**config.mk**
```make
export PLATFORM = sky130hd
export DESIGN_NAME = ssd_debug_display_flat
export DESIGN_NICKNAME = d
export VERILOG_FILES = /design/src/rtl/ssd_debug_display_if.sv /design/src/rtl/ssd_debug_display.sv /design/src/flat_wrapper.sv
export SDC_FILE = /design/constraint.sdc
export NUM_CORES = 1
export LEC_CHECK = 0
export BUFFER_PORTS_ARGS = -buffer_cell sky130_fd_sc_hd__buf_2
export CELL_PAD_IN_SITES_DETAIL_PLACEMENT = 0
export CELL_PAD_IN_SITES_GLOBAL_PLACEMENT = 1
export CORE_MARGIN = 3
export CORE_UTILIZATION = 33
export CTS_BUF_LIST = sky130_fd_sc_hd__clkbuf_2 sky130_fd_sc_hd__clkbuf_4 sky130_fd_sc_hd__clkbuf_8
export CTS_CLUSTER_SIZE = 28
export DETAILED_ROUTE_END_ITERATION = 12
export PLACE_DENSITY = 0.95
export SYNTH_ARGS = -nofsm -noshare
export SYNTH_HDL_FRONTEND = slang
export SYNTH_SLANG_ARGS = --single-unit
```
**constraint.sdc**
```tcl
create_clock -name clk -period 2.69 [get_ports clk]
set_input_delay 0 -clock clk [delete_from_list [all_inputs] [get_ports clk]]
set_output_delay 0 -clock clk [all_outputs]
set_load 0.02 [all_outputs]
```
**src/rtl/ssd_debug_display_if.sv**
```systemverilog
// -----------------------------------------------------------------------------
// ssd_debug_display_if
//   Groups the debug front end's board/datapath-facing signals.
//   dbg_bus    : 12 x 32-bit datapath debug words, word k at [32k+31:32k]
//   sel        : word select (12..15 blank the display)
//   btn_step   : raw step button, active-high, asynchronous
//   btn_page   : raw page button, active-high, asynchronous
//   step_pulse : one-cycle pulse per accepted step press
//   page       : 0 shows bits [15:0], 1 shows bits [31:16]
//   anode      : active-low digit enables, anode[0] rightmost
//   seg        : active-low segments {g,f,e,d,c,b,a}
//   master = environment driving the display, slave = the display itself.
// -----------------------------------------------------------------------------
interface ssd_debug_display_if;
   logic [383:0] dbg_bus;
   logic [3:0]   sel;
   logic         btn_step;
   logic         btn_page;
   logic         step_pulse;
   logic         page;
   logic [3:0]   anode;
   logic [6:0]   seg;

   modport master (
      output dbg_bus, sel, btn_step, btn_page,
      input  step_pulse, page, anode, seg
   );

   modport slave (
      input  dbg_bus, sel, btn_step, btn_page,
      output step_pulse, page, anode, seg
   );
endinterface

```
**src/rtl/ssd_debug_display.sv**
```systemverilog
// -----------------------------------------------------------------------------
// ssd_debug_display
//   FPGA debug front end: debounces the step/page buttons, emits a one-cycle
//   step pulse, and scans one 16-bit half of a selected debug word onto a
//   4-digit multiplexed seven-segment display.
// Ports
//   clk   : system clock, rising edge
//   reset : synchronous, active-high, clears all state
//   bus   : ssd_debug_display_if.slave (dbg_bus, sel, buttons in;
//           step_pulse, page, anode, seg out)
// -----------------------------------------------------------------------------
module ssd_debug_display #(
   parameter int DEBOUNCE_CYCLES = 500000,
   parameter int REFRESH_DIV     = 50000
) (
   input logic                 clk,
   input logic                 reset,
   ssd_debug_display_if.slave  bus
);

   localparam int DB_W = (DEBOUNCE_CYCLES > 1) ? $clog2(DEBOUNCE_CYCLES) : 1;
   localparam int RF_W = (REFRESH_DIV > 1) ? $clog2(REFRESH_DIV) : 1;
   localparam logic [DB_W-1:0] DB_MAX = DB_W'(DEBOUNCE_CYCLES - 1);
   localparam logic [RF_W-1:0] RF_MAX = RF_W'(REFRESH_DIV - 1);

   function automatic logic [6:0] hex7(input logic [3:0] nib);
      case (nib)
         4'h0: hex7 = 7'h40;  4'h1: hex7 = 7'h79;
         4'h2: hex7 = 7'h24;  4'h3: hex7 = 7'h30;
         4'h4: hex7 = 7'h19;  4'h5: hex7 = 7'h12;
         4'h6: hex7 = 7'h02;  4'h7: hex7 = 7'h78;
         4'h8: hex7 = 7'h00;  4'h9: hex7 = 7'h10;
         4'hA: hex7 = 7'h08;  4'hB: hex7 = 7'h03;
         4'hC: hex7 = 7'h46;  4'hD: hex7 = 7'h21;
         4'hE: hex7 = 7'h06;  default: hex7 = 7'h0E;
      endcase
   endfunction

   // bit 0 = step button, bit 1 = page button
   logic [1:0]      sync1_q, sync2_q, lvl_q, lvl_d, rise;
   logic [DB_W-1:0] cnt_q [2];
   logic [DB_W-1:0] cnt_d [2];
   logic            step_pulse_q, step_pulse_d, page_q, page_d;

   logic [RF_W-1:0] ref_q, ref_d;
   logic [1:0]      idx_q, idx_d;
   logic            pend_q;
   logic            load;
   logic [31:0]     word;
   logic [15:0]     snap_q, snap_d;
   logic            blank_q, blank_d;
   logic [3:0]      anode_q, anode_d;
   logic [6:0]      seg_q, seg_d;

   // Debounce: level flips only after DEBOUNCE_CYCLES consecutive differing
   // synced samples; any equal sample restarts the count.
   always_comb begin
      for (int b = 0; b < 2; b++) begin
         lvl_d[b] = lvl_q[b];
         cnt_d[b] = '0;
         if (sync2_q[b] != lvl_q[b]) begin
            if (cnt_q[b] == DB_MAX) lvl_d[b] = ~lvl_q[b];
            else                    cnt_d[b] = cnt_q[b] + DB_W'(1);
         end
      end
      rise         = lvl_d & ~lvl_q;
      step_pulse_d = rise[0];
      page_d       = page_q ^ rise[1];
   end

   // Scan and snapshot: the display value is frozen for a whole frame so a
   // sel/page change never mixes halves or words across digits.
   always_comb begin
      word = '0;
      for (int k = 0; k < 12; k++) begin
         if (bus.sel == 4'(k)) word = bus.dbg_bus[32*k +: 32];
      end
      ref_d = (ref_q == RF_MAX) ? '0 : ref_q + RF_W'(1);
      idx_d = (ref_q == RF_MAX) ? idx_q + 2'd1 : idx_q;
      load  = pend_q || ((ref_q == RF_MAX) && (idx_q == 2'd3));
      snap_d  = snap_q;
      blank_d = blank_q;
      if (load) begin
         snap_d  = page_q ? word[31:16] : word[15:0];
         blank_d = (bus.sel >= 4'd12);
      end
      // anode and seg both derive from the current index/snapshot and are
      // registered together, so they always change on the same edge.
      anode_d = ~(4'b0001 << idx_q);
      seg_d   = blank_q ? 7'h7F : hex7(snap_q[{idx_q, 2'b00} +: 4]);
   end

   always_ff @(posedge clk) begin
      if (reset) begin
         sync1_q      <= '0;
         sync2_q      <= '0;
         lvl_q        <= '0;
         cnt_q[0]     <= '0;
         cnt_q[1]     <= '0;
         step_pulse_q <= 1'b0;
         page_q       <= 1'b0;
         ref_q        <= '0;
         idx_q        <= '0;
         pend_q       <= 1'b1;
         snap_q       <= '0;
         blank_q      <= 1'b0;
         anode_q      <= 4'b1110;
         seg_q        <= 7'h40;
      end else begin
         sync1_q      <= {bus.btn_page, bus.btn_step};
         sync2_q      <= sync1_q;
         lvl_q        <= lvl_d;
         cnt_q[0]     <= cnt_d[0];
         cnt_q[1]     <= cnt_d[1];
         step_pulse_q <= step_pulse_d;
         page_q       <= page_d;
         ref_q        <= ref_d;
         idx_q        <= idx_d;
         pend_q       <= 1'b0;
         snap_q       <= snap_d;
         blank_q      <= blank_d;
         anode_q      <= anode_d;
         seg_q        <= seg_d;
      end
   end

   assign bus.step_pulse = step_pulse_q;
   assign bus.page       = page_q;
   assign bus.anode      = anode_q;
   assign bus.seg        = seg_q;

endmodule
```
**src/flat_wrapper.sv**
```systemverilog
// flat-port wrapper written by rule: the top's interface ports become plain ports
module ssd_debug_display_flat 
#(
   parameter int DEBOUNCE_CYCLES = 500000,
   parameter int REFRESH_DIV     = 50000
)
  (clk, reset, bus_dbg_bus, bus_sel, bus_btn_step, bus_btn_page, bus_step_pulse, bus_page, bus_anode, bus_seg);
  ssd_debug_display_if bus_i ();
  input logic clk;
  input logic reset;
  input wire logic [$bits(bus_i.dbg_bus)-1:0] bus_dbg_bus;
  input wire logic [$bits(bus_i.sel)-1:0] bus_sel;
  input wire logic [$bits(bus_i.btn_step)-1:0] bus_btn_step;
  input wire logic [$bits(bus_i.btn_page)-1:0] bus_btn_page;
  output wire logic [$bits(bus_i.step_pulse)-1:0] bus_step_pulse;
  output wire logic [$bits(bus_i.page)-1:0] bus_page;
  output wire logic [$bits(bus_i.anode)-1:0] bus_anode;
  output wire logic [$bits(bus_i.seg)-1:0] bus_seg;
  assign bus_i.dbg_bus = bus_dbg_bus;
  assign bus_i.sel = bus_sel;
  assign bus_i.btn_step = bus_btn_step;
  assign bus_i.btn_page = bus_btn_page;
  assign bus_step_pulse = bus_i.step_pulse;
  assign bus_page = bus_i.page;
  assign bus_anode = bus_i.anode;
  assign bus_seg = bus_i.seg;
  ssd_debug_display #(.DEBOUNCE_CYCLES(DEBOUNCE_CYCLES), .REFRESH_DIV(REFRESH_DIV)) u_core (.clk(clk), .reset(reset), .bus(bus_i));
endmodule
```
# Word-level counts from Yosys, hierarchy flattened
# Memory sizes are Yosys's and may differ from the RTL's.
# Cells that the tools add are included.
dict set report totals {
  ff_bits 55
  latch_bits 0
  ramBits 38
  romBits 112
  elab_cells 79
  n_memories 2
}
dict set report op_classes {
  addsub 4
  mul 0
  n_div 0
  magnitude_cmp 1
  n_eq_ne 17
  shifts 2
  mux 27
  bitwise 8
  n_reduce_logical 5
}
# memory depth width rd rd_ports_with_merged_regs write_ports line
set mem_list {}
lappend mem_list {{(name not given)} 16 7 1 0 0 ssd_debug_display.sv:27} ;# case (nib)
lappend mem_list {u_core.cnt_q 2 19 2 0 2 ssd_debug_display.sv:41} ;# logic [DB_W-1:0] cnt_q [2];
# op count
set op_table {}
lappend op_table {{$mux W32} 12}
lappend op_table {{$mux W19} 6}
lappend op_table {{$add A19 B1 Y19 const B} 2}
lappend op_table {{$eq A19 B19 Y1 const B} 2}
lappend op_table {{$add A16 B1 Y16 const B} 1}
lappend op_table {{$eq A16 B16 Y1 const B} 1}
lappend op_table {{$eq A4 B3 Y1 const B} 4}
lappend op_table {{$eq A4 B4 Y1 const B} 4}
lappend op_table {{$mux W16} 1}
lappend op_table {{$shiftx A16 B5 Y4} 1}
lappend op_table {{$eq A4 B2 Y1 const B} 2}
lappend op_table {{$mux W1} 7}
lappend op_table {{$mux W6} 1}
lappend op_table {{$eq A4 B1 Y1 const B} 1}
lappend op_table {{$ge A4 B4 Y1 const B} 1}
lappend op_table {{$logic_not A4 Y1} 1}
lappend op_table {{$not A4 Y4} 1}
lappend op_table {{$reduce_or A2 Y1} 2}
lappend op_table {{$shl A1 B2 Y4 const A} 1}
lappend op_table {{$add A2 B1 Y2 const B} 1}
lappend op_table {{$and A2 B2 Y2} 1}
lappend op_table {{$eq A2 B2 Y1 const B} 1}
lappend op_table {{$ne A1 B1 Y1} 2}
lappend op_table {{$not A1 Y1} 2}
lappend op_table {{5 further kinds} 6}

# Depth between registers and ports, before layout
dict set report depth {
  depth_word 14
  depth_mapped 10
  depth_no_buf 8
}

# Least setup slack after synthesis
# No wires, ideal clock.
dict set report synth_timing {
  path_kind {flip-flop to flip-flop}
  startpoint {reg u_core.idx_q[0]}
  endpoint {reg u_core.seg_q[6], in the netlist u_core.bus.seg[6]}
  setup_ps 124
  t_arrival_ps 1992
  required_time_ps 2566
  slack_ps 574
  path_stages_with_launch 6
  n_path_buf 1
  period_less_slack_ps 2116
  cell_sequence {dfxtp_1 buf_2 mux4_2 ha_1 mux2_2 a2111o_1}
}
dict set report synth_via {
  elab_chain_len 2
}
# item line
set synth_rtl {}
lappend synth_rtl {{start: declaration} ssd_debug_display.sv:46} ;# logic [1:0] idx_q, idx_d;
lappend synth_rtl {{start signal: assignment} ssd_debug_display.sv:118} ;# idx_q <= idx_d;
lappend synth_rtl {{$shiftx A16 B5 Y4} ssd_debug_display.sv:90} ;# seg_d = blank_q ? 7'h7F : hex7(snap_q[{idx_q, 2'b00} +: 4]);
lappend synth_rtl {{$mem_v2 Z16 W7} n/a}
lappend synth_rtl {{end signal: assignment} ssd_debug_display.sv:123} ;# seg_q <= seg_d;
lappend synth_rtl {{end: declaration} ssd_debug_display.sv:53} ;# logic [6:0] seg_q, seg_d;
# Every way passes these cells.
# A chain may end at the register's enable or synchronous reset.

# Worst setup path after layout
dict set report layout_timing {
  startpoint {reg u_core.ref_q[10]}
  endpoint {reg u_core.snap_q[6]}
}
dict set report layout_via {
  elab_chain_len 3
}
# item line
set layout_rtl {}
lappend layout_rtl {{start: declaration} ssd_debug_display.sv:45} ;# logic [RF_W-1:0] ref_q, ref_d;
lappend layout_rtl {{start signal: assignment} ssd_debug_display.sv:117} ;# ref_q <= ref_d;
lappend layout_rtl {{$eq A16 B16 Y1} ssd_debug_display.sv:80} ;# load = pend_q || ((ref_q == RF_MAX) && (idx_q == 2'd3));
lappend layout_rtl {{$logic_and A1 B1 Y1} ssd_debug_display.sv:80}
lappend layout_rtl {{$logic_or A1 B1 Y1} ssd_debug_display.sv:80}
lappend layout_rtl {{end signal: assignment} ssd_debug_display.sv:120} ;# snap_q <= snap_d;
lappend layout_rtl {{end: declaration} ssd_debug_display.sv:50} ;# logic [15:0] snap_q, snap_d;
# Every way passes these cells.

==> impl_metrics.json <==
{
  "critical_path.max_fanout": 18,
  "worstPathRequired_ps": 2990,
  "syn_inst": 1031,
  "initial_antenna_violation_count": 12,
  "number_of_failing_setup_endpoints_in_the_final_timing_report": 0,
  "synth-seq-area-share_pct": 23.5,
  "synth_cell_type_count": 73,
  "mostFrequentLayoutCells": "sky130_fd_sc_hd__buf_2 (402), sky130_fd_sc_hd__nor2_1 (122), sky130_fd_sc_hd__dfxtp_1 (92), sky130_fd_sc_hd__nand2_1 (87), sky130_fd_sc_hd__a21oi_1 (76)",
  "num-nets-final": 1809,
  "fin_crit_ps": 2480,
  "detail_route.first_pass.iterations": 6,
  "unrepaired_setup_endpoints_after_global_routing": "false",
  "edff_count_synth": 0,
  "irDropWorstVdd_mv": 0.280,
  "synth_xor_area_share_pct": 5.64,
  "grt.met3_usage_pct": 10.4,
  "via_per_inst": 5.75,
  "criticalPathCategory": "reg2reg",
  "worst_setup_path_endpoint": "u_core.snap_q[6]",
  "avgSynthCellArea_um2": 7.68,
  "reg2reg_to": "u_core.snap_q[6]",
  "leakage_uw": 0.00452,
  "r2r-start": "u_core.ref_q[10]",
  "critPathArrivalTime_ps": 2780,
  "clock-sinks": 93,
  "die_extent_in_y_um": 161,
  "dp.final_hpwl_mm": 34.5,
  "worstSetupEndpointType": "register",
  "synth-adder-area-share_pct": 2.05,
  "routed_wire_length_per_instance_um": 23.9,
  "synth.area.mux_share_pct": 13.7,
  "drive_gt1_share_pct": 36.3,
  "drc": 0,
  "clk_latency_ps": 380,
  "grt_util_all_layers_pct": 30.5,
  "path_clk_slew_ps": 90,
  "port-buffer-count": 404,
  "postSynth.topFlopCell": "sky130_fd_sc_hd__dfxtp_1",
  "yosys.area_share.simple_pct": 21.2,
  "post-cts-setup-buffers": 0,
  "grt_pass1_vias": 9825,
  "ios": 405,
  "largest_family_of_logic_cells_by_synthesized_area": "compound AO/OA/AOI/OAI gates",
  "max-clock-path-buffers": 2,
  "fmax_ghz": 0.404,
  "grt_start_max_net_pins": 58,
  "final_min_period_over_clock_period_pct": 92.1,
  "gpl.final_weighted_congestion": 1.12,
  "asyncSetResetFlopFracSynth_pct": 0,
  "yosys_warnings": 0,
  "floorplan.rows": 56,
  "crit_path_start_kind": "register",
  "ys_ff_latch": 93,
  "maxCapViolCount": 0,
  "global_route_wire_length_before_repair_mm": 60.2,
  "antenna_violating_nets_post_route": 0,
  "number_of_hold_violations_in_the_final_report": 0,
  "worst_slew_pin_slew_ps": 965,
  "route.vias.total": 9975,
  "grt_util_met1_pct": 36.8,
  "finalSetupTns_ps": 0,
  "cts_htree_levels": 3,
  "fp.dieW_um": 161,
  "floorplan.core_area_mm2": 0.0235,
  "r2r_cells": 6,
  "first_iter_violations": 1005,
  "powerDensity_mw_per_mm2": 337,
  "cts_buffers": 9,
  "tritoncts": "built",
  "clock_tree.root_cell": "sky130_fd_sc_hd__clkbuf_8",
  "fin_skew_ps": 14.9,
  "initial_core_util_pct": 33.6,
  "synth_compound_gate_area_share_pct": 28.0,
  "utilization_pct": 44.8,
  "critPathLaunch": "u_core.ref_q[10]",
  "flow.area_growth_from_synthesis_pct": 33.3,
  "number_of_nets_produced_by_synthesis": 1436,
  "layout.cells.most_common": "sky130_fd_sc_hd__buf_2",
  "result_of_the_run": "finished, final reports clean",
  "drt-total-wl_mm": 41.5,
  "busiest_layer": "met2",
  "timing_max_transition_violations_final": 0,
  "hold_path.class": "in2reg",
  "syn_area_mm2": 0.00792,
  "die_area_mm2": 0.0259,
  "global_route.overflow_total": 0,
  "timing.reg2reg.setup_slack_ps": 210,
  "met2_use_gr_pct": 50.5,
  "slew-limit-headroom_pct": 35.7
}
## flip-flops by register name, indices dropped and copies added (netlist names)
name                   cells
u_core.bus.anode           4
u_core.ref_q              16
u_core.blank_q             1
u_core.sync2_q             2
u_core.lvl_q               2
u_core.cnt_q              38
u_core.pend_q              1
u_core.bus.seg             7
u_core.bus.page            1
u_core.snap_q             16
u_core.idx_q               2
u_core.sync1_q             2
u_core.bus.step_pulse      1
## how the worst min path moves through the flow
| stage | startpoint | cells past startpoint | to |
|---|---|---|---|
| 2_1_floorplan | reset | 0 | u_core.pend_q |
| 3_3_place_gp | bus_btn_page | 2 | u_core.sync1_q[1] |
| 3_5_place_dp | bus_btn_step | 2 | u_core.sync1_q[0] |
| 4_1_cts | bus_dbg_bus[239] | 3 | u_core.snap_q[15] |
| 5_1_grt | bus_dbg_bus[239] | 3 | u_core.snap_q[15] |
| 6_report | bus_dbg_bus[239] | 3 | u_core.snap_q[15] |
## power by group
group	internal, µW	switching, µW
combinational	538	667
sequential	1410	25.5
clock	379	533
## repair_timing
| action | in CTS | in global routing |
|---|---|---|
| gates resized for setup | 0 | 1 |
| endpoints found under the setup margin | 0 | 1 |
| hold endpoints to repair | 8 | 0 |
| hold buffers | 5 | 0 |
## cell families (layout without fill, tap and decap cells)
| group | count (synthesis) | in the layout |
|---|---|---|
| other | 0 | 6 |
| and+or+nand+nor | 348 | 348 |
| AOI/OAI and AO/OA | 330 | 330 |
| muxes | 93 | 93 |
| xor gates and xnor gates | 51 | 51 |
| DFF | 93 | 93 |
| buffers and inverters | 103 | 481 |
| adders and majority gates | 13 | 13 |
## cells in the mapped netlist, types with 14 or more instances
| master | instances | area share, % |
|---|---|---|
| sky130_fd_sc_hd__nor2_1 | 122 | 5.8 |
| sky130_fd_sc_hd__a22oi_1 | 14 | 1.3 |
| sky130_fd_sc_hd__mux2i_1 | 60 | 7.6 |
| sky130_fd_sc_hd__xnor2_1 | 18 | 2.0 |
| sky130_fd_sc_hd__a221oi_1 | 18 | 2.0 |
| sky130_fd_sc_hd__a21oi_1 | 76 | 4.8 |
| sky130_fd_sc_hd__o21ai_0 | 62 | 3.9 |
| sky130_fd_sc_hd__clkbuf_1 | 35 | 1.7 |
| sky130_fd_sc_hd__nor3_1 | 17 | 1.1 |
| sky130_fd_sc_hd__a31oi_1 | 17 | 1.3 |
| sky130_fd_sc_hd__o22ai_1 | 28 | 2.2 |
| sky130_fd_sc_hd__inv_1 | 15 | 0.71 |
| sky130_fd_sc_hd__buf_2 | 39 | 2.5 |
| sky130_fd_sc_hd__mux2_2 | 23 | 3.3 |
| sky130_fd_sc_hd__dfxtp_1 | 93 | 24 |
| sky130_fd_sc_hd__nor2b_1 | 21 | 1.7 |
| sky130_fd_sc_hd__nand2_1 | 87 | 4.1 |
| sky130_fd_sc_hd__a211oi_1 | 16 | 1.5 |
| sky130_fd_sc_hd__nand3_1 | 26 | 1.6 |
| sky130_fd_sc_hd__xor2_1 | 33 | 3.7 |
## per-stage QoR
stage / power (µW) / std cells / hold WS (ps) / worst slack [ps] / instance area, µm²
6_report: 3560 / 1734 / 44.1 / 213 / 10600
3_3_place_gp: 2630 / 1707 / 214 / 224 / 10300
2_1_floorplan: 2060 / 1031 / 27.7 / 574 / 7920
4_1_cts: 3540 / 1728 / 33.4 / 130 / 10500
3_5_place_dp: 2630 / 1707 / 218 / 163 / 10300
5_1_grt: 3700 / 1733 / 58.4 / 111 / 10600
## cell type report
cell class | count | area (µm²)
fill | 2445 | 13000
multi-input combinational | 835 | 5600
timing repair buffer | 448 | 2420
sequential | 93 | 1860
tap | 319 | 399
clock buffer | 10 | 138
inverter | 17 | 63.8
clock inverter | 6 | 55.1
antenna | 6 | 15.0
## worst max-delay path, cell delays in order, from the launching register on
cell and delay [ps]:
sky130_fd_sc_hd__dfxtp_1 350, sky130_fd_sc_hd__or4_4 560, sky130_fd_sc_hd__nor4_4 340, sky130_fd_sc_hd__a21oi_2 320, sky130_fd_sc_hd__nor2_4 290, sky130_fd_sc_hd__nand4_1 300
sky130_fd_sc_hd__a31oi_1 250
## routing by layer
metal / vias to the layer above / routed length (µm)
li1: 4599 / -
met1: 4603 / 15700
met2: 629 / 19300
met3: 132 / 4590
met4: 12 / 1840
met5: - / 69
(Power assumes the default switching activity.)
